==> config.mk <==
export PLATFORM = sky130hd
export DESIGN_NAME = sirv_gnrl_fifo_rv
export DESIGN_NICKNAME = d
export VERILOG_FILES = /design/src/rtl/sirv_gnrl_fifo_ptr.sv /design/src/rtl/sirv_gnrl_fifo_rv.sv
export SDC_FILE = /design/constraint.sdc
export NUM_CORES = 1
export LEC_CHECK = 0
export ABC_AREA = 1
export CAP_MARGIN = 30
export CELL_PAD_IN_SITES_DETAIL_PLACEMENT = 1
export CELL_PAD_IN_SITES_GLOBAL_PLACEMENT = 1
export CORE_MARGIN = 4
export CORE_UTILIZATION = 47
export CTS_BUF_LIST = sky130_fd_sc_hd__clkbuf_16
export CTS_CLUSTER_SIZE = 24
export DETAILED_ROUTE_END_ITERATION = 12
export PLACE_DENSITY_LB_ADDON = 0.1
export SETUP_SLACK_MARGIN = 0.2
export SKIP_LAST_GASP = 1
export SYNTH_ARGS = -nofsm -noshare
export SYNTH_HDL_FRONTEND = slang
export SYNTH_HIERARCHICAL = 1
export SYNTH_SLANG_ARGS = --single-unit
==> constraint.sdc <==
create_clock -name clk -period 8.8 [get_ports clk]
set_input_delay 2.64 -clock clk [delete_from_list [all_inputs] [get_ports clk]]
set_output_delay 2.64 -clock clk [all_outputs]
set_load 0.01 [all_outputs]
==> src/rtl/sirv_gnrl_fifo_ptr.sv <==
// Wrap-around pointer register for the FIFO. It advances by one when inc_i is high,
// and it returns from DP-1 to 0 by comparison, so DP need not be a power of two.
module sirv_gnrl_fifo_ptr #(
  parameter int DP = 4
) (
  input  logic                  clk,
  input  logic                  rst_n,
  input  logic                  inc_i,
  output logic [$clog2(DP)-1:0] ptr_o
);

  localparam int PW = $clog2(DP);

  logic [PW-1:0] ptr_q;
  logic [PW-1:0] ptr_d;

  // Next pointer value: wrap at the last entry, otherwise increment.
  always_comb begin
    ptr_d = (ptr_q == PW'(DP - 1)) ? '0 : ptr_q + 1'b1;
  end

  // Pointer register with synchronous active-low clear.
  always_ff @(posedge clk) begin
    if (!rst_n) begin
      ptr_q <= '0;
    end else if (inc_i) begin
      ptr_q <= ptr_d;
    end
  end

  assign ptr_o = ptr_q;

endmodule

==> src/rtl/sirv_gnrl_fifo_rv.sv <==
// Synchronous valid/ready FIFO. Words are pushed with i_vld/i_rdy and drained in
// order with o_vld/o_rdy. The ready and valid flags are decoded only from the
// registered occupancy, so no combinational path runs from o_rdy to i_rdy.
//
// Handshake semantics: a transfer happens on a rising edge exactly when valid and
// ready are both high in the cycle before that edge. The producer holds i_dat
// stable while i_vld is high. The FIFO drives o_dat with the head word whenever
// o_vld is high. Neither side may make valid depend combinationally on ready.
module sirv_gnrl_fifo_rv #(
  parameter  int DW = 32,
  parameter  int DP = 4,
  localparam int CW = $clog2(DP + 1)
) (
  input  logic          clk,
  input  logic          rst_n,
  input  logic          i_vld,
  output logic          i_rdy,
  input  logic [DW-1:0] i_dat,
  output logic          o_vld,
  input  logic          o_rdy,
  output logic [DW-1:0] o_dat,
  output logic [CW-1:0] cnt,
  output logic          full,
  output logic          empty
);

  localparam int PW = $clog2(DP);

  logic [DW-1:0] mem_q [DP];
  logic [CW-1:0] cnt_q;
  logic [CW-1:0] cnt_d;
  logic [PW-1:0] wptr;
  logic [PW-1:0] rptr;
  logic          push;
  logic          pop;

  assign full  = (cnt_q == CW'(DP));
  assign empty = (cnt_q == '0);
  assign i_rdy = ~full;
  assign o_vld = ~empty;
  assign push  = i_vld & i_rdy;
  assign pop   = o_vld & o_rdy;
  assign cnt   = cnt_q;
  assign o_dat = mem_q[rptr];

  sirv_gnrl_fifo_ptr #(.DP(DP)) u_wptr (
    .clk   (clk),
    .rst_n (rst_n),
    .inc_i (push),
    .ptr_o (wptr)
  );

  sirv_gnrl_fifo_ptr #(.DP(DP)) u_rptr (
    .clk   (clk),
    .rst_n (rst_n),
    .inc_i (pop),
    .ptr_o (rptr)
  );

  // Storage: clear all entries on reset, otherwise write the tail slot on push.
  always_ff @(posedge clk) begin
    if (!rst_n) begin
      for (int i = 0; i < DP; i++) begin
        mem_q[i] <= '0;
      end
    end else if (push) begin
      mem_q[wptr] <= i_dat;
    end
  end

  // Occupancy next state: a simultaneous push and pop leaves the count unchanged.
  always_comb begin
    cnt_d = cnt_q;
    case ({push, pop})
      2'b10:   cnt_d = cnt_q + 1'b1;
      2'b01:   cnt_d = cnt_q - 1'b1;
      default: cnt_d = cnt_q;
    endcase
  end

  // Occupancy register.
  always_ff @(posedge clk) begin
    if (!rst_n) begin
      cnt_q <= '0;
    end else begin
      cnt_q <= cnt_d;
    end
  end

`ifdef SIMULATION
  logic rst_seen;

  // Sanity checks once the block has seen at least one reset.
  always @(posedge clk) begin
    if (!rst_n) begin
      rst_seen <= 1'b1;
    end else if (rst_seen) begin
      assert (cnt_q <= CW'(DP)) else $error("occupancy above depth: %0d", cnt_q);
      assert (!$isunknown({i_vld, o_rdy})) else $error("unknown handshake input");
    end
  end
`endif

endmodule

-- Word level (Yosys, flattened, before mapping)
Memory sizes are Yosys's and may differ from the RTL's. A register that Yosys moved wholly into a read port is not among the register bits.
Index checks and enable logic that the tools add are counted.
- bits in registers: 7
- bits in writable memories: 128
- output and inout bits: 39
- logic and storage cells: 32
- memories kept: 1
- memory list (memory ; depth ; bits a word ; rd ports ; clocked after memory_dff ; write ports ; line ; RTL):
    mem_q ; 4 ; 32 ; 1 ; 1 ; 4 ; sirv_gnrl_fifo_rv.sv:29 ; logic [DW-1:0] mem_q [DP];
- add/sub/neg operators: 4
- equality and inequality tests: 5
- muxes and demuxes: 12
- bitwise logic cells: 4
- reduce and logical (&&, ||, !) cells: 3
- operator list (kind ; number):
    two-way mux 32 bit ; 1
    OR reduction 32 bit ; 1
    two-way mux 2 bit ; 5
    == test 2 bit (second input constant) ; 3
    case mux 3 bit (2 select lines) ; 1
    two-way mux 1 bit ; 5
    adder 2 x 1 -> 2 bit (second input constant) ; 2
    adder 3 x 1 -> 3 bit (second input constant) ; 1
    == test 3 bit (second input constant) ; 1
    logical NOT 3 bit ; 1
    subtractor 3 x 1 -> 3 bit (second input constant) ; 1
    AND 1 bit ; 2
    == test 2 x 1 -> 1 bit (second input constant) ; 1
    NOT 1 bit ; 2
    nonzero test 2 bit ; 1

-- Depth between registers and ports, before layout
Gate-level depths: netlist of the first run.
- depth after elaboration: 8
- gate-level depth with buffers: 13
- gate-level depth less buffers: 13

-- Hierarchy
The synthesis of the first run kept the hierarchy.
- modules (own cells, without submodules) (module ; times used ; cells an instance ; area each (µm²)):
    sirv_gnrl_fifo_rv ; 1 ; 564 ; 6084.6
    sirv_gnrl_fifo_ptr ; 2 ; 13 ; 96.3

-- Worst setup path before layout of the first run
Ideal clock, no wire load.
- path kind: input to register
- from: input port rst_n
- to: memory mem_q[0][0], enable pin
- library setup time: 0.466 ns
- arrival: 5.233 ns
- slack: 3.102 ns
- stages on the path: 3
- cell sequence: nand4_1 -> buf_4 -> o21ai_0
- RTL lines (what ; line ; RTL):
    from (decl) ; sirv_gnrl_fifo_rv.sv:15 ; input logic rst_n,
    to (decl) ; sirv_gnrl_fifo_rv.sv:29 ;

==> results of run 1 <==
==> routing by layer <==
| layer | track usage | vias up | wire length (um) |
|---|---|---|---|
| met4 | 0.0810 | 0 | 291 |
| met1 | 0.280 | 2336 | 6820 |
| met3 | 0.0522 | 23 | 660 |
| li1 | - | 2135 | - |
| met2 | 0.426 | 111 | 8930 |
| met5 | 0 | - | 0 |
==> area by class of cell <==
| cell class | count | share of cell area |
|---|---|---|
| Inverter | 86 | 0.0415 |
| Clock inverter | 14 | 0.0153 |
| Timing Repair Buffer | 86 | 0.115 |
| Multi-Input combinational cell | 330 | 0.233 |
| Sequential cell | 135 | 0.513 |
| Clock buffer | 17 | 0.0547 |
| Tap cell | 172 | 0.0277 |
==> critical path: cells and delay by family, from the launching register on <==
family	cells	cell delay (ps)
flip-flops	1	340
AO/OA/AOI/OAI	2	560
buffers and inverters	2	1170
==> state kept, by name (all words and copies together), names as in the netlist <==
signal	cells
u_rptr/ptr_o	2
mem_q	128
cnt	3
u_wptr/ptr_o	2
==> power by group through the flow <==
stage | Sequential (W) | Clock, W | Combinational [W]
6_report | 0.000806 | 0.000662 | 0.000745
4_1_cts | 0.000807 | 0.000672 | 0.000755
3_5_place_dp | 0.000818 | 0 | 0.000744
5_1_grt | 0.000813 | 0.000703 | 0.000814
2_1_floorplan | 0.000819 | 0 | 0.000383
3_3_place_gp | 0.000816 | 0 | 0.000703
==> placed cells by master, fill, tap and decap left out, types with 4 or more instances in the layout <==
master and count:
o22ai_1 32, nand2_1 44, o21ai_0 66, o21ai_4 4, nor3_1 24, clkdlybuf4s50_1 74, nor3_2 40, clkinv_2 8
nor2_1 104, clkbuf_16 17, edfxtp_1 128, buf_4 8, dfxtp_1 5, inv_1 86
==> through the flow <==
stage	utilization	instances	area, sq um	worst slack (ps)
floorplan	-	590	6280	3100
global placement	0.557	805	7140	3240
detailed placement	0.564	809	7230	3340
CTS	0.606	840	7770	3600
global route	0.606	840	7770	3490
finish	0.606	840	7770	3660
==> cell families (layout without fill, tap and decap cells) <==
kind of cell,count (synthesis),after routing,synth area share
and+or+nand+nor,218,218,0.179
DFF,135,135,0.635
buffers and inverters,125,203,0.0837
AOI/OAI and AO/OA,108,108,0.0937
adders and majority gates,4,4,0.00917
==> worst max-delay path by stage <==
| stage | start | end |
|---|---|---|
| 2_1_floorplan | rst_n | mem_q[0][0] |
| 3_3_place_gp | rst_n | mem_q[1][2] |
| 3_5_place_dp | rst_n | mem_q[0][3] |
| 4_1_cts | u_rptr/ptr_o[0] | o_dat[22] |
| 5_1_grt | u_rptr/ptr_o[0] | o_dat[22] |
| 6_report | u_rptr/ptr_o[0] | o_dat[22] |
==> results.toml, run 1 <==
[timing]
slew_violations = 0
fin_setup_tns_ps = 0
rsz0062_at_grt = "false"
slew-limit-headroom = 0.341
period_share = 0.585
hold_ws_ps = 577
finalSetupViolCount = 0
final_hold_viol_count = 0
finalCriticalPeriod_ps = 5140
fmaxAchievable_ghz = 0.194
finClkSkew_ps = 7.41
worst_pin_slew_ps = 986

[logic_synthesis]
yosys_warnings = 6
async_reset_ff_frac = 0
netlist.area_leader.share = 0.612
yosysTopAreaCell = "edfxtp_1"
ys_seq_elements = 135
synth.distinct_cells = 26
synth_edf_count = 128
yosys-top-cells-area = "edfxtp_1, nor3_2, nor2_1"
synthTopCellsByCount = "edfxtp_1, nor2_1, inv_1, o21ai_0, nand2_1"
synth_area_sq_um = 6280
syn_avg_cell_area_sq_um = 10.6
synth.most_common_cell = "edfxtp_1"
synth-main-ff-cell = "edfxtp_1"
ys_seq_area_frac = 0.635
syn_inst = 590
synth_fp_nets = 630

[power]
power_frac_seq = 0.364
p_int_w = 0.00149
power_per_cell_area_nw_per_um2 = 285
vdd_drop_max_v = 0.000169
switchingPower_w = 0.000720
clockPowerShare = 0.299
p_leak_nw = 3.15
combPwrFrac = 0.337
swShare = 0.325
finalPower_w = 0.00221

[clock_network]
clk_pin_slew_ps = 60
root_buffer = "clkbuf_16"
cts_tree = "yes"
htree_levels = 4
clock-sinks = 135
cts-resized-gates = 0
ctsHoldBuffers = 0
clkLatencyLatePin_ps = 420
cts_buffer_depth = 2
post-cts-setup-buffer-count = 0
numCtsBuffers = 17

[global_routing]
grt_pass1_wl_mm = 26.7
grt_antenna_before_repair = 0
grt_pass1_vias = 5256
track_usage = 0.237
grt_overflow = 0
grt_max_degree = 68

[layout]
fill_cells = 1356
drive_gt1_frac = 0.141
multi_input_area_sq_um = 1810
area_growth_pct = 23.8
regArea_sq_um = 3990
nets = 696
antenna_cells = 0

[die]
fp.dieArea_sq_um = 15300
row_count = 41
num_io_pins = 75
core_area_sq_um = 12800
fp.dieW_um = 124
die_h_um = 124
start_util = 0.489

[routing]
wl_per_cell_um = 19.9
vias_per_cell = 5.48
vias = 4605
routed_wl_mm = 16.7
drt_iter0_drc = 380
ant_nets = 0
first_pass_iters = 4
drc = 0

[worst_setup_path]
r2r-end = "mem_q[0][7]"
slowest_delay_ps = 600
worstPathMaxFanout = 67
r2r_setup_slack_ps = 6470
cp-end-kind = "output pin"
worstPathCellList = "buf_4 > o21ai_0 > o22ai_1 > clkdlybuf4s50_1"
critPathRequiredTime_ps = 6160
r2r-start = "cnt[0]"
reg2reg_depth = 6
worstSetupPathType = "reg -> out"
start_kind = "flop"
cpMaxStageDelayCell = "clkdlybuf4s50_1"
worst_ep_arrival_time_ps = 2500

[run]
maxCapViolCount = 0

[place]
gp_congestion = 0.731
portBuffers = 74
dp.final_hpwl_mm = 9.71

[worst_hold_path]
holdPathEnd = "cnt[0]"
hold_class = "reg -> reg"
hp-start = "cnt[0]"
min_path_cells = 2

[outcome]
status = "finished, final reports clean"
No activity file was read; power rests on OpenSTA's default activity.
==> run 2, diff against run 1 <==
--- a/config.mk
+++ b/config.mk
@@ -10,7 +10,7 @@
 export CELL_PAD_IN_SITES_DETAIL_PLACEMENT = 1
 export CELL_PAD_IN_SITES_GLOBAL_PLACEMENT = 1
 export CORE_MARGIN = 4
-export CORE_UTILIZATION = 47
+export CORE_UTILIZATION = 44
 export CTS_BUF_LIST = sky130_fd_sc_hd__clkbuf_16
 export CTS_CLUSTER_SIZE = 24
 export DETAILED_ROUTE_END_ITERATION = 12
==> constraint.sdc (replaced) <==
create_clock -name clk -period 5 [get_ports clk]
set_input_delay 1.5 -clock clk [delete_from_list [all_inputs] [get_ports clk]]
set_output_delay 1.5 -clock clk [all_outputs]
set_load 0.01 [all_outputs]
==> run 2 against run 1 <==
Effect of this change: via count down 1.2%; critical path depth did not move; combinational power is 72% higher; utilization shrank 5.5 points; worst hold slack lost 36 ps; critical endpoint is now o_dat[31].
==> results.toml, run 2 (synthesis results as in run 1) <==
[worst_hold_path]
min_path_cells = 2
hold_class = "reg -> reg"

[clock_network]
clock-sinks = 135
root_buffer = "clkbuf_16"
ctsHoldBuffers = 0
numCtsBuffers = 17
cts_buffer_depth = 2
cts_tree = "yes"
clk_pin_slew_ps = 60
post-cts-setup-buffer-count = 0
clkLatencyLatePin_ps = 420
htree_levels = 4
cts-resized-gates = 0

[layout]
largest_register_ffs = 128
top_register = "mem_q"
design_area_sq_um = 7680
area_growth_pct = 22.3
layout_commonest_cell = "edfxtp_1"
drive_gt1_frac = 0.132
nets = 697
final_util = 0.551
antenna_cells = 0
final_cell_mix = "edfxtp_1, nor2_1, inv_1, clkdlybuf4s50_1, o21ai_0"

[global_routing]
grt_antenna_before_repair = 0
track_usage = 0.202
grt_pass1_vias = 4982
grt_max_degree = 68
grt_pass1_wl_mm = 25.2
grt_overflow = 0

[timing]
fmaxAchievable_ghz = 0.257
setup_ws_ps = 1100
fin_setup_tns_ps = 0
hold_ws_ps = 541
rsz0062_at_grt = "false"
finClkSkew_ps = 4.72
slew_violations = 0
slew-limit-headroom = 0.331
worst_pin_slew_ps = 1000
final_hold_viol_count = 0
period_share = 0.780
finalCriticalPeriod_ps = 3900
finalSetupViolCount = 0

[die]
die_h_um = 127
start_util = 0.450
fp.dieW_um = 127
core_area_sq_um = 13900
row_count = 43
fp.dieArea_sq_um = 16200
num_io_pins = 75

[routing]
drc = 0
vias_per_cell = 5.36
ant_nets = 0
first_pass_iters = 4
wl_per_cell_um = 18.4
vias = 4548
routed_wl_mm = 15.7
drt_iter0_drc = 290

[worst_setup_path]
reg2reg_depth = 4
start_kind = "flop"
worst_ep_arrival_time_ps = 2400
worstPathMaxFanout = 67
worstSetupPathType = "reg -> out"
cp-end-kind = "output pin"
critPathRequiredTime_ps = 3500

[power]
vdd_drop_max_v = 0.000265
p_leak_nw = 3.12
power_per_cell_area_nw_per_um2 = 487

[run]
maxCapViolCount = 0

[place]
placed_area_sq_um = 7190
dp_worst_setup_slack_ps = 1040
dp.final_hpwl_mm = 8.97
gp_congestion = 0.721
portBuffers = 74

[outcome]
status = "finished, final reports clean"
run 2: cell types whose count changed in the layout (fill, tap and decap cells not counted), moves of 2 or more:
cell,delta
buf_16,-2
inv_1,+4
clkinv_2,-4
bufinv_16,-2
clkinv_1,+3
buf_4,+4
run 2: layout make-up:
cell class / instances / area (sq um)
clock buffers: 17 / 425
clock inverters: 14 / 57.6
fillers: 1522 / 6260
inverters: 86 / 323
multi-input cells: 330 / 1810
flip-flops and latches: 135 / 3990
well taps: 180 / 225
repair buffers: 87 / 846
run 2: stage by stage:
step | total power [W] | cells
5_1_grt | 0.00394 | 849
6_report | 0.00374 | 849
3_5_place_dp | 0.00274 | 818
2_1_floorplan | 0.00211 | 590
4_1_cts | 0.00378 | 849
3_3_place_gp | 0.00269 | 817
run 2: final timing paths:
check | slack [ps] | end | startpoint
max | 1100 | o_dat[31] | u_rptr/ptr_o[0]
min | 540 | u_wptr/ptr_o[0] | u_wptr/ptr_o[0]
max reg2reg | 2760 | mem_q[1][27] | u_wptr/ptr_o[0]
min reg2reg | 540 | u_wptr/ptr_o[0] | u_wptr/ptr_o[0]
run 2: worst max-delay path: stages (launching register included):
cell,delay (ps)
dfxtp_2,330
buf_4,580
o21ai_0,200
o22ai_1,280
clkdlybuf4s50_1,600
run 2: layer usage:
| metal | share of wire | track usage |
|---|---|---|
| met1 | 0.44 | 0.245 |
| met2 | 0.51 | 0.352 |
| met3 | 0.034 | 0.0397 |
| met4 | 0.019 | 0.0814 |
| met5 | 0 | 0 |
run 2: power by group:
group / leakage, nW / switching, W / internal [W]
Sequential: 1.39 / 0.0000439 / 0.00137
Clock: 0.267 / 0.000433 / 0.000606
Combinational: 1.46 / 0.000754 / 0.000529
